`src/rtl/pipe_hazard_ctrl.sv`:
```
// pipe_hazard_ctrl: stall/flush sequencer for the 5-stage SPARC pipeline.
// Handles load-use hazards, taken/annulled branches and data-memory waits.
//
// Ports:
//   clk, reset              clock; synchronous active-high reset
//   id_* / ex_*             hazard sources from the ID and EX stages
//   mem_req, mem_ready      data-memory handshake seen in MEM
//   pc_hold .. exmem_hold   per-register hold / bubble controls
//   mem_timeout             sticky watchdog trap (cleared only by reset)
//   stall_cycles,
//   flush_events            perf counters, only with PIPE_PERF_CNT_EN
//
// Optional feature macro: PIPE_PERF_CNT_EN
module pipe_hazard_ctrl #(
    parameter int TIMEOUT = 255,
    parameter int TO_W    = 8,
    parameter int PERF_W  = 32
) (
    input  logic       clk,
    input  logic       reset,
    input  logic       id_valid,
    input  logic [4:0] id_rs1,
    input  logic [4:0] id_rs2,
    input  logic       id_use_rs1,
    input  logic       id_use_rs2,
    input  logic       ex_valid,
    input  logic [4:0] ex_rd,
    input  logic       ex_is_load,
    input  logic       ex_br_taken,
    input  logic       ex_br_annul,
    input  logic       mem_req,
    input  logic       mem_ready,
    output logic       pc_hold,
    output logic       ifid_hold,
    output logic       ifid_flush,
    output logic       idex_hold,
    output logic       idex_flush,
    output logic       exmem_hold,
    output logic       mem_timeout
`ifdef PIPE_PERF_CNT_EN
    ,
    output logic [PERF_W-1:0] stall_cycles,
    output logic [PERF_W-1:0] flush_events
`endif
);

    typedef enum logic [1:0] {
        RUN,
        MEMWAIT,
        TRAP
    } state_t;

    state_t          state, state_n;
    logic [TO_W-1:0] wd, wd_n;
    logic            to_n;
    logic            mem_stall;
    logic            br_cyc;
    logic            load_use;

    assign mem_stall = mem_req & ~mem_ready;
    assign br_cyc    = ex_valid & (ex_br_taken | ex_br_annul);

    // %g0 reads as zero, so a load into r0 never creates a dependency.
    assign load_use = ex_valid & ex_is_load & (ex_rd != 5'd0) & id_valid &
                      ((id_use_rs1 & (id_rs1 == ex_rd)) |
                       (id_use_rs2 & (id_rs2 == ex_rd)));

    always_ff @(posedge clk) begin
        if (reset) begin
            state       <= RUN;
            wd          <= '0;
            mem_timeout <= 1'b0;
        end else begin
            state       <= state_n;
            wd          <= wd_n;
            mem_timeout <= to_n;
        end
    end

    always_comb begin
        state_n    = state;
        wd_n       = wd;
        to_n       = mem_timeout;
        pc_hold    = 1'b0;
        ifid_hold  = 1'b0;
        ifid_flush = 1'b0;
        idex_hold  = 1'b0;
        idex_flush = 1'b0;
        exmem_hold = 1'b0;
        unique case (state)
            RUN: begin
                if (mem_stall) begin
                    pc_hold    = 1'b1;
                    ifid_hold  = 1'b1;
                    idex_hold  = 1'b1;
                    exmem_hold = 1'b1;
                    state_n    = MEMWAIT;
                    wd_n       = TO_W'(1);
                end else if (br_cyc) begin
                    ifid_flush = ex_br_taken;
                    idex_flush = ex_br_annul;
                end else if (load_use) begin
                    pc_hold    = 1'b1;
                    ifid_hold  = 1'b1;
                    idex_flush = 1'b1;
                end
            end
            MEMWAIT: begin
                pc_hold    = 1'b1;
                ifid_hold  = 1'b1;
                idex_hold  = 1'b1;
                exmem_hold = 1'b1;
                if (mem_ready) begin
                    state_n = RUN;
                    wd_n    = '0;
                end else begin
                    if (wd == TO_W'(TIMEOUT)) begin
                        state_n = TRAP;
                        to_n    = 1'b1;
                    end
                    // Saturate rather than wrap.
                    if (wd != '1)
                        wd_n = wd + 1'b1;
                end
            end
            TRAP: begin
                pc_hold    = 1'b1;
                ifid_hold  = 1'b1;
                idex_hold  = 1'b1;
                exmem_hold = 1'b1;
            end
            default: state_n = RUN;
        endcase
        // Controls are forced quiet while reset is held, whatever the state.
        if (reset) begin
            pc_hold    = 1'b0;
            ifid_hold  = 1'b0;
            ifid_flush = 1'b0;
            idex_hold  = 1'b0;
            idex_flush = 1'b0;
            exmem_hold = 1'b0;
        end
    end

`ifdef PIPE_PERF_CNT_EN
    logic any_hold;
    logic br_flush;

    assign any_hold = pc_hold | ifid_hold | idex_hold | exmem_hold;
    // Only branch-driven bubbles count as flush events.
    assign br_flush = (state == RUN) & ~mem_stall & br_cyc;

    always_ff @(posedge clk) begin
        if (reset) begin
            stall_cycles <= '0;
            flush_events <= '0;
        end else begin
            if (any_hold)
                stall_cycles <= stall_cycles + 1'b1;
            if (br_flush)
                flush_events <= flush_events + 1'b1;
        end
    end
`else
    if (PERF_W > 0) begin : g_no_perf
    end
`endif

endmodule

```
`config.mk`:
```
export PLATFORM = sky130hd
export DESIGN_NAME = pipe_hazard_ctrl
export DESIGN_NICKNAME = d
export VERILOG_FILES = /design/src/rtl/pipe_hazard_ctrl.sv
export SDC_FILE = /design/constraint.sdc
export NUM_CORES = 1
export LEC_CHECK = 0
export CORE_MARGIN = 3
export CORE_UTILIZATION = 45
export CTS_BUF_LIST = sky130_fd_sc_hd__clkbuf_4 sky130_fd_sc_hd__clkbuf_8
export CTS_CLUSTER_SIZE = 10
export DETAILED_ROUTE_END_ITERATION = 10
export PLACE_DENSITY = 0.88
export SETUP_SLACK_MARGIN = 0.1
export SLEW_MARGIN = 10
export SYNTH_ARGS = -nofsm -noshare
export SYNTH_HDL_FRONTEND = slang
export SYNTH_SLANG_ARGS = --single-unit
```
`constraint.sdc`:
```
create_clock -name clk -period 2 [get_ports clk]
set_input_delay 0.2 -clock clk [delete_from_list [all_inputs] [get_ports clk]]
set_output_delay 0.2 -clock clk [all_outputs]
set_load 0.01 [all_outputs]
```
* Yosys cells after proc, flatten, opt, wreduce, memory -nomap -nowiden
Cells that the tools add are included.
** Storage, ports and cells
- Register bits after elaboration :: 11
- Input port bits :: 26
- Output and inout port bits :: 7
- Word-level logic and storage cells :: 56
** Operators by class
- Add/sub/neg operators :: 1
- Equal/unequal tests :: 9
- Multiplexer cells :: 24
- Bitwise operators :: 12
- Reduce and logical (&&, ||, !) cells :: 7
** Operators by type and width (number)
- $mux 8 :: 3
- $pmux 8 s2 :: 1
- $mux 1 :: 14
- $eq 5x5->1 :: 2
- $reduce_and 3->1 :: 3
- $add 8x1->8 const B :: 1
- $and 1x1->1 :: 8
- $eq 8x8->1 const B :: 1
- $ne 8x8->1 const B :: 1
- $mux 2 :: 3
- $ne 3x3->1 const B :: 2
- $pmux 2 s3 :: 1
- $reduce_bool 5->1 :: 1
- $pmux 1 s2 :: 2
- $eq 2x1->1 const B :: 1
- $eq 2x2->1 const B :: 1
- $logic_not 2->1 :: 1
- $ne 2x2->1 const B :: 1
- $not 1->1 :: 2
- $or 1x1->1 :: 2
- $reduce_bool 2->1 :: 1
- $reduce_or 2->1 :: 1

* Depth between registers and ports, before layout
- Depth after elaboration :: 9
- Mapped depth :: 7
- Gate-level depth less buffers :: 6

* Least setup slack after synthesis
Ideal clock, no wire load.
- Path type :: flip-flop to output port
- Start point :: reg state[0]
- End point :: out pc_hold
- Data arrival time :: 1631 ps
- Data required time :: 1800 ps
- Setup slack :: 169 ps
- Cell stages (with the launch flop) :: 8
- Path through :: dfxtp_1 inv_1 ha_1 and3b_2 nor2_1 nor3_1 o21bai_1 buf_4
** On the way
- Word-level cells in the longest chain between the ends :: 4
- Elaborated cells on any way between the ends :: 6
- Those cells by class :: eq/ne (2); mux (2); reduce/logical (2)
** RTL lines
- from (decl) :: RTL line 53 : state_t state, state_n;
- from (signal assigned) :: RTL line 74 : state <= state_n;
- $eq 2x1->1 or $eq 2x2->1 (tied branches)
- $reduce_or 2->1 (no source line)
- $pmux 1 s2 *
- $mux 1 *
- to (decl) :: RTL line 33 : output logic pc_hold,
Every way passes the cells marked *; elsewhere a longest branch is shown, timed or not.

* Final worst setup path
- Start point :: reg state[1]
- End point :: out pc_hold
** On the way
- Word-level cells in the longest chain between the ends :: 4
- Elaborated cells on any way between the ends :: 6
- Those cells by class :: eq/ne (2); mux (2); reduce/logical (2)
** RTL lines
- $eq 2x1->1 or $eq 2x2->1 (tied branches) :: RTL line 90 : unique case (state)
- $reduce_or 2->1 (no source line)
- $pmux 1 s2 * :: RTL line 90
- $mux 1 * :: RTL line 135 : if (reset) begin
Marks and branches as above.

==> out/metrics.cfg <==
[global_routing]
grt_pass1_vias=1024
grt_first_pass_wirelength_mm=4.46
antenna_found_initial=0
grt_usage_pct=23.5
grt_start_max_net_pins=17
grt-ovfl-total=0

[min_path]
hold_depth=2
min_path_type=reg -> reg

[clock_network]
htreeDepth=1
root_buffer=clkbuf_4
clkSinkCount=11
cts_buffers=3
cts.clk_slew.worst_paths_ps=70
clockBufferDepth=2
insertion_delay_ps=270
postCtsHoldBufs=0
tritoncts=built

[placed_design]
pre_cts_slack_ps=-315
hpwl_mm=2.04
portBuffers=32
place_area_um2=1330
place.gp.congestion=0.878

[final_layout]
drive_gt1_share_pct=26.1
final_area_um2=1400
mostFrequentLayoutCell=clkdlybuf4s50_1
postLayoutCoreUtil_pct=78.4
n_antenna_cell=0
fin_nets=189
area_delta_synth_final_pct=60.7
layout_common_cells=clkdlybuf4s50_1 (23), buf_4 (17), dfxtp_1 (10)

[floorplan]
io_pins=33
dieArea_um2=2500
rows=15
start_util_pct=48.8
die_x_um=50.0
die_y_um=50.0
core_area_um2=1780

[synth]
ys_ff_latch=11
yosysWarnings=0
synth_cells=108
syn_area_per_cell_um2=8.05
synth_cell_types=38
synth_edf_count=0
ys.flop_type=dfxtp_1
synth_nets=139
yosysSeqAreaShare_pct=25.3
netlist_area_um2=870
async_reset_ff_share_pct=0

[power]
peakVddDrop_mv=0.427
p_total_w=0.000574
powerDensity_nw_per_um2=411
power_leakage_nw=0.558

[timing]
setup_viol=0
rsz0062_at_grt=yes
fin_crit_ps=1850
finalHoldViolCount=0
slew_viol_final=0
slew_headroom_pct=71.2
max_slew.worst_pin.slew_ps=426
finClkSkew_ps=3.64
fmax_mhz=540
period_share_pct=92.7
setup_ws_ps=147

[detailed_routing]
ant_nets=0
routed_wl_mm=2.63
vias_per_cell=5.46
drt_iter0_drc=21
wl_per_cell_um=14.4
vias=993
drc=0
dr.pass1.iters=4

[setup_path]
max_stage_delay_ps=340
critPathBufInv=3
crit_path_max_fanout=3
worst_ep_arrival_time_ps=1650
slowest_stage=dfxtp_1
cp.depth=8
crit_path_end_kind=output port
critPathTopFamily=simple AND/OR/NAND/NOR gates
rr_worst_depth=7
critPathLaunchType=register
required_ps=1800
worstPathCellList=inv_2 > ha_4 > and3b_2 > nor2_2 > nor3_2 > buf_4 > o21bai_1 > buf_2
criticalPathCategory=reg -> out

[flow_run]
max-cap-violations=0

[outcome]
outcome=complete, no violations

## repair_timing
action | CTS | global route
buffers inserted | 1 | 1
setup endpoints to repair | 7 | 12
resized for setup | 19 | 14
pin swaps | 4 | 7
## power breakdown
| part | leakage (nW) | total [W] | internal (W) | switching (W) |
|---|---|---|---|---|
| Combinational | 0.450 | 0.000183 | 0.000109 | 0.0000747 |
| Clock | 0.0184 | 0.000164 | 0.0000910 | 0.0000735 |
| Sequential | 0.0893 | 0.000226 | 0.000223 | 0.00000336 |
## flip-flops by register name, summed over array words and instances, names as in the netlist
signal and cells:
wd 8, mem_timeout 1, state 2
## worst register-to-register path: cells and delay by family (launching register included)
kind,cells,cell delay [ps]
and+or+nand+nor,4,1090
DFF,1,340
buffers and inverters,2,200
adders and majority gates,1,160
## path summary, 6_finish.rpt
check | startpoint | to | slack, ps
worst min register to register | wd[6] | wd[6] | 480
worst max register to register | state[1] | wd[2] | 150
worst min-delay path | wd[6] | wd[6] | 480
worst max-delay path | state[1] | pc_hold | 150
## logic make-up after synthesis
| logic type | count (synthesis) | share of synthesized area (%) |
|---|---|---|
| fa+ha+maj | 5 | 7.19 |
| mux | 1 | 1.15 |
| compound gates | 25 | 18.3 |
| simple gates | 46 | 32.7 |
| xor+xnor | 10 | 10.1 |
| buf+inv | 10 | 5.32 |
| flops | 11 | 25.3 |
## per-layer routing
metal	share of wire [%]	vias to the layer above	wire length [um]	GRT usage (%)
met5	0	-	0	0
met4	2.7	0	70	12.4
li1	-	496	-	-
met3	7.2	7	189	5.74
met2	49	45	1280	39.6
met1	42	445	1090	27.1
## through the flow
| stage | setup TNS (ps) | hold WS (ps) | cells |
|---|---|---|---|
| floorplan | 0 | 433 | 108 |
| finish | 0 | 484 | 182 |
| global route | 0 | 497 | 182 |
| global placement | -683 | 456 | 176 |
| CTS | 0 | 483 | 181 |
| detailed placement | -1000 | 466 | 176 |
## Yosys cell counts (all sizes together), types with 4 or more instances
cell type / count / area share (%)
dfxtp: 11 / 25
a21oi: 8 / 4.6
xor2: 8 / 8.1
nor2: 7 / 3.0
ha: 5 / 7.2
inv: 5 / 2.2
o21ai: 5 / 2.9
or4: 5 / 4.3
nand2: 4 / 1.7
nand3: 4 / 2.3
nand4: 4 / 2.9
nor4: 4 / 2.9
o31ai: 4 / 3.5
## cell type report
cell class | instances | area, um2
multi-input combinational | 87 | 641
timing repair buffer | 50 | 455
fill | 121 | 385
sequential | 11 | 221
tap | 25 | 31.3
clock buffer | 4 | 30.0
inverter | 5 | 18.8
(Power assumes the default switching activity.)
